**src/rtl/seq_multiplier.sv**
```systemverilog
`default_nettype none
// ============================================================================
// Module  : seq_multiplier
// Brief   : Shift-and-add sequential multiplier, start/done handshake.
// Revision: 1.0 - initial release
// ============================================================================
module seq_multiplier #(
    parameter int WIDTH  = 4,
    parameter bit SIGNED = 1'b0
) (
    input  logic                 clk,
    input  logic                 rst_n,
    input  logic                 start,
    input  logic [WIDTH-1:0]     a,
    input  logic [WIDTH-1:0]     b,
    output logic                 busy,
    output logic                 done,
    output logic [2*WIDTH-1:0]   product
);

    localparam int PW = 2 * WIDTH;
    localparam int CW = $clog2(WIDTH + 1);

    typedef enum logic [1:0] {
        IDLE = 2'd0,
        RUN  = 2'd1,
        DONE = 2'd2
    } state_t;

    state_t           state_q, state_d;
    logic [PW-1:0]    mcand_q, mcand_d;
    logic [WIDTH-1:0] mplier_q, mplier_d;
    logic [PW-1:0]    acc_q, acc_d;
    logic [CW-1:0]    count_q, count_d;
    logic             neg_q, neg_d;
    logic [PW-1:0]    product_q, product_d;
    logic             busy_q, busy_d;
    logic             done_q, done_d;

    logic [WIDTH-1:0] a_mag;
    logic [WIDTH-1:0] b_mag;
    logic             neg_in;

    // The most negative operand negates to itself, which is its exact magnitude as unsigned.
    generate
        if (SIGNED) begin : g_signed
            assign a_mag  = a[WIDTH-1] ? (-a) : a;
            assign b_mag  = b[WIDTH-1] ? (-b) : b;
            assign neg_in = a[WIDTH-1] ^ b[WIDTH-1];
        end else begin : g_unsigned
            assign a_mag  = a;
            assign b_mag  = b;
            assign neg_in = 1'b0;
        end
    endgenerate

    always_comb begin
        state_d   = state_q;
        mcand_d   = mcand_q;
        mplier_d  = mplier_q;
        acc_d     = acc_q;
        count_d   = count_q;
        neg_d     = neg_q;
        product_d = product_q;
        busy_d    = 1'b0;
        done_d    = 1'b0;

        case (state_q)
            IDLE, DONE: begin
                if (start) begin
                    state_d  = RUN;
                    busy_d   = 1'b1;
                    mcand_d  = {{WIDTH{1'b0}}, a_mag};
                    mplier_d = b_mag;
                    acc_d    = '0;
                    count_d  = CW'(WIDTH);
                    neg_d    = neg_in;
                end else begin
                    state_d = IDLE;
                end
            end
            RUN: begin
                busy_d = 1'b1;
                if (mplier_q[0]) begin
                    acc_d = acc_q + mcand_q;
                end
                mcand_d  = mcand_q << 1;
                mplier_d = mplier_q >> 1;
                count_d  = count_q - CW'(1);
                if (count_q == CW'(1)) begin
                    state_d   = DONE;
                    busy_d    = 1'b0;
                    done_d    = 1'b1;
                    product_d = neg_q ? (-acc_d) : acc_d;
                end
            end
            default: state_d = IDLE;
        endcase
    end

    always_ff @(posedge clk or negedge rst_n) begin
        if (!rst_n) begin
            state_q   <= IDLE;
            mcand_q   <= '0;
            mplier_q  <= '0;
            acc_q     <= '0;
            count_q   <= '0;
            neg_q     <= 1'b0;
            product_q <= '0;
            busy_q    <= 1'b0;
            done_q    <= 1'b0;
        end else begin
            state_q   <= state_d;
            mcand_q   <= mcand_d;
            mplier_q  <= mplier_d;
            acc_q     <= acc_d;
            count_q   <= count_d;
            neg_q     <= neg_d;
            product_q <= product_d;
            busy_q    <= busy_d;
            done_q    <= done_d;
        end
    end

    assign busy    = busy_q;
    assign done    = done_q;
    assign product = product_q;

endmodule
`default_nettype wire

```
**config.mk**
```make
export PLATFORM = sky130hd
export DESIGN_NAME = seq_multiplier
export DESIGN_NICKNAME = d
export VERILOG_FILES = /design/src/rtl/seq_multiplier.sv
export SDC_FILE = /design/constraint.sdc
export NUM_CORES = 1
export LEC_CHECK = 0
export ABC_AREA = 0
export CORE_ASPECT_RATIO = 0.7
export CORE_MARGIN = 4
export CORE_UTILIZATION = 54
export CTS_CLUSTER_DIAMETER = 30
export DETAILED_ROUTE_END_ITERATION = 8
export HOLD_SLACK_MARGIN = 0.1
export PLACE_DENSITY = 0.78
export SYNTH_ARGS = -nofsm -noshare
export SYNTH_HDL_FRONTEND = slang
export SYNTH_SLANG_ARGS = --single-unit
```
**constraint.sdc**
```tcl
create_clock -name clk -period 2.7 [get_ports clk]
set_input_delay 0.81 -clock clk [delete_from_list [all_inputs] [get_ports clk]]
set_output_delay 0.81 -clock clk [all_outputs]
set_load 0.01 [all_outputs]
```
After elaboration in Yosys (flattened, before gate mapping)
Index checks and enable logic that the tools add are counted.
{ "word_totals": {"reg_bits": 35, "in_bits": 11, "output_inout_bits": 10} }
{ "op_classes": {"add_sub_neg": 2, "n_eq_ne": 5, "mux": 18, "n_reduce_logical": 5} }
{ "ops": {"columns": ["cell", "count"], "rows": [
  ["$mux 8", 4],
  ["$pmux 8 s2", 2],
  ["$add 8x8->8", 1],
  ["$pmux 4 s2", 1],
  ["$pmux 3 s2", 1],
  ["$mux 1", 5],
  ["$mux 4", 1],
  ["$ne 2x2->1 const B", 2],
  ["$pmux 2 s2", 1],
  ["$reduce_and 2->1", 2],
  ["$eq 3x1->1 const B", 1],
  ["$mux 3", 1],
  ["$sub 3x1->3 const B", 1],
  ["$eq 2x1->1 const B", 1],
  ["$eq 2x2->1 const B", 1],
  ["$logic_not 2->1", 1],
  ["$mux 2", 1],
  ["$pmux 1 s2", 1],
  ["$reduce_bool 2->1", 1],
  ["$reduce_or 2->1", 1]
]} }

Longest topological paths before layout
{ "logic_depth": {"ltp_word": 4, "depth_mapped": 8} }

Worst setup path before layout
OpenSTA, ideal clock, no wires.
{ "synth_timing": {"path_kind": "register to register", "startpoint": "register mcand_q[0]", "endpoint": "register product_q[4] (netlist: product[4])", "setup_ns": 0.125, "arrival_ns": 1.847, "path_slack_ns": 0.728, "path_stages_with_launch": 8, "n_path_buf": 0, "period_less_slack_ns": 1.972, "path_cell_list": "dfrtp_1 > ha_1 > fa_1 > a21o_2 > a21oi_1 > xor2_1 > o21ai_0 > mux2_2"} }
{ "synth_between": {"elab_chain_cells": 3} }
{ "synth_lines": {"columns": ["item", "line", "text"], "rows": [
  ["start, declared", "31", "logic [PW-1:0] mcand_q, mcand_d;"],
  ["start signal, assigned", "114", "mcand_q <= mcand_d;"],
  ["$add 8x8->8", "85", "acc_d = acc_q + mcand_q;"],
  ["$mux 8", "84", "if (mplier_q[0]) begin"],
  ["$mux 8", "68", "case (state_q)"],
  ["end signal, assigned", "119", "product_q <= product_d;"],
  ["end, declared", "36", "logic [PW-1:0] product_q, product_d;"]
]} }
Every way passes these cells. The select of a mux whose other input is x is not followed.
A chain may end at the register's enable or synchronous reset.

Final worst setup path
{ "layout_timing": {"startpoint": "register acc_q[0]", "endpoint": "register product_q[6] (netlist: product[6])"} }
{ "layout_between": {"elab_chain_cells": 3} }
{ "layout_lines": {"columns": ["item", "line", "text"], "rows": [
  ["start, declared", "33", "logic [PW-1:0] acc_q, acc_d;"],
  ["start signal, assigned", "106", "acc_q <= '0;"],
  ["start signal, assigned", "116", "acc_q <= acc_d;"],
  ["$add 8x8->8", "85", null],
  ["$mux 8", "84", null],
  ["$mux 8", "68", null]
]} }
Every way passes these cells. The select of a mux whose other input is x is not followed.

==> metrics.cfg <==
[timing]
final_max_slew_viol_count = 0
setup_viol = 0
max_freq_ghz = 0.4656
fin_crit_sh_pct = 79.55
fin_ws_ns = 0.5521
relSlewSlack_pct = 66.96
period_minus_slack_ns = 2.148
finalSetupTns_ns = 0
holdWs_ns = 0.4898
rsz0062_at_grt = no
final.setup_skew_ns = 0.006144
finalHoldViolCount = 0
worst_pin_slew_ns = 0.4938

[logic_synthesis]
async_flop_share_pct = 100.0
yosysSeqAreaShare_pct = 51.17
syn_area_mm2 = 0.001712
yosys_warnings = 0
synth_nets = 192
synth.avg_cell_area_um2 = 10.01
syn_inst = 171
synth_ff_type = dfrtp_1
synthDistinctLibCells = 32
synth-edff-count = 0
ys_seq_elements = 35

[grt]
grt_pass1_vias = 1352
grt_pass1_wl_um = 6113
grt_max_degree = 36
grt_overflow = 0
grt.total_usage_pct = 20.15
antenna_found_initial = 0

[power]
swShare_pct = 41.44
power_frac_seq_pct = 36.1
clock_power_share_pct = 14.1
power_density_mw_per_mm2 = 1282
p_leak_nw = 0.9294
ir_drop_v = 0.0006903
combPwrFrac_pct = 49.8
switchingPower_mw = 1.081
p_int_mw = 1.527

[floorplan]
dieArea_mm2 = 0.004149
die_x_um = 75.29
core-area_mm2 = 0.002903
std_cell_rows = 16
die_h_um = 55.11
io_pins = 21
start_util_pct = 58.97

[placed_design]
dpl.cell_count = 223
portBuffers = 20
place_congestion = 0.8634
dp.final_hpwl_um = 2525
dp_slack_ns = 0.5089

[clock_network]
cts_buffers = 5
clk_latency_ns = 0.29
cts_resized = 0
root_buffer = clkbuf_8
tritoncts = built
clkSlewWorstSetupHoldPaths_ns = 0.07
clockBufferDepth = 2
htreeDepth = 2
cts.hold.buffers_added = 0
post_cts_buffers = 0
cts_num_sinks = 35

[route]
drt_iter0_markers = 65
dr_total_vias = 1346
drc = 0
wl_um = 3567
via_per_inst = 5.827
wl_per_cell_um = 15.44
dr.pass1.iters = 4
ant_nets = 0

[critical_path]
cp-end-kind = flip-flop
arrival_ns = 2.38
cp_num_buf_inv = 0
slowest_delay_ns = 0.43
worstPathMaxFanout = 3
crit_slowest_cell = fa_1
start_kind = flip-flop
cp_top_family = adder cells
critical_path.cell_chain = ha_1 > fa_1 > a211oi_1 > o21bai_1 > a21oi_1 > mux2_2 > nand2_1
worstSetupPathType = flip-flop to flip-flop
crit_required_ns = 2.93

[run_status]
status = completed

[final_layout]
syn2layout_area_growth_pct = 18.86
nets = 215
drive_above_1_share_pct = 7.179
fin_cells = 231
fillers = 199
num_antenna_cells = 0

[min_path]
hp-class = flip-flop to flip-flop

[job]
cap_violations = 0

==> placed cells by master (no fill, tap or decap), types with 2 or more instances in the layout <==
cell and n:
dfrtp_1 35, clkdlybuf4s50_1 20, o21ai_0 19, nand2_1 14, nor2_1 14, a21oi_1 10, nand3_1 10, ha_1 9
inv_1 7, o22ai_1 7, a22o_1 6, clkbuf_8 5, nor2b_1 3, xor2_1 3, and3_1 3, buf_4 3
nand2b_1 2, xnor2_1 2, o21a_1 2, o31ai_1 2, mux2_2 2, mux2i_1 2, clkbuf_1 2
==> power groups by stage <==
stage	logic, mW	registers, mW	clock network, mW
floorplan	0.892	0.936	0
global placement	1.23	0.939	0
detailed placement	1.28	0.951	0
CTS	1.30	0.941	0.374
global route	1.47	0.970	0.392
finish	1.30	0.942	0.367
==> Yosys cell counts (all sizes together), types with 6 or more instances <==
cell type | count | area [um^2]
a21oi | 10 | 50.05
a22o | 6 | 52.55
clkbuf | 7 | 26.28
dfrtp | 35 | 875.8
ha | 9 | 112.6
inv | 7 | 26.28
nand2 | 14 | 52.55
nand3 | 10 | 50.05
nor2 | 14 | 52.55
o21ai | 19 | 95.09
o22ai | 7 | 43.79
==> tightest hold or removal path, delay by kind of cell (launching register included) <==
kind / cells / cell delay [ns]
compound gates: 1 / 0.07
flops: 1 / 0.34
simple gates: 1 / 0.05
==> state kept, by name (all words and copies together), names as in the netlist <==
register / flops
mcand_q: 8
busy: 1
acc_q: 8
count_q: 3
done: 1
mplier_q: 4
product: 8
state_q: 2
==> metal layers <==
metal / routed length [um] / vias to the layer above / global-route usage (%)
met5: 0 / - / 0
met3: 194 / 10 / 5.415
li1: - / 658 / -
met2: 1567 / 39 / 31.38
met4: 64 / 0 / 6.977
met1: 1741 / 639 / 27.42
==> per-stage QoR <==
stage,instance area [um^2],utilization [%],total power [mW]
floorplan,1712,-,1.828
global placement,1953,67.28,2.171
detailed placement,1953,67.28,2.235
CTS,2034,70.09,2.611
global route,2034,70.09,2.835
finish,2034,70.09,2.608
==> worst paths after layout <==
path                       depth (start not counted)  slack, ns     endpoint        from
max in group asynchronous                          2       1.44  mplier_q[1]       rst_n
hold / removal                                     2       0.49   product[6]  product[6]
setup reg to reg                                   7       0.55   product[6]    acc_q[0]
min in group asynchronous                          2       0.93   state_q[0]       rst_n
setup / recovery                                   7       0.55   product[6]    acc_q[0]
hold reg to reg                                    2       0.49   product[6]  product[6]
==> final cells by class <==
cell class	count	area [um^2]	area share, %
Timing Repair Buffer	23	222.7	10.95
Tap cell	36	45.04	2.214
Inverter	7	26.28	1.292
Sequential cell	35	875.8	43.05
Multi-Input combinational cell	122	783.3	38.50
Clock inverter	1	5.005	0.2460
Clock buffer	7	76.32	3.752
==> kinds of logic after synthesis <==
logic type	synth area share, %
AO/OA/AOI/OAI	18.86
AND/OR/NAND/NOR	14.11
flip-flops	51.17
buffers and inverters	3.071
adder cells (fa/ha/maj)	7.749
XOR/XNOR	2.559
multiplexers	2.485
(Power assumes the default switching activity.)
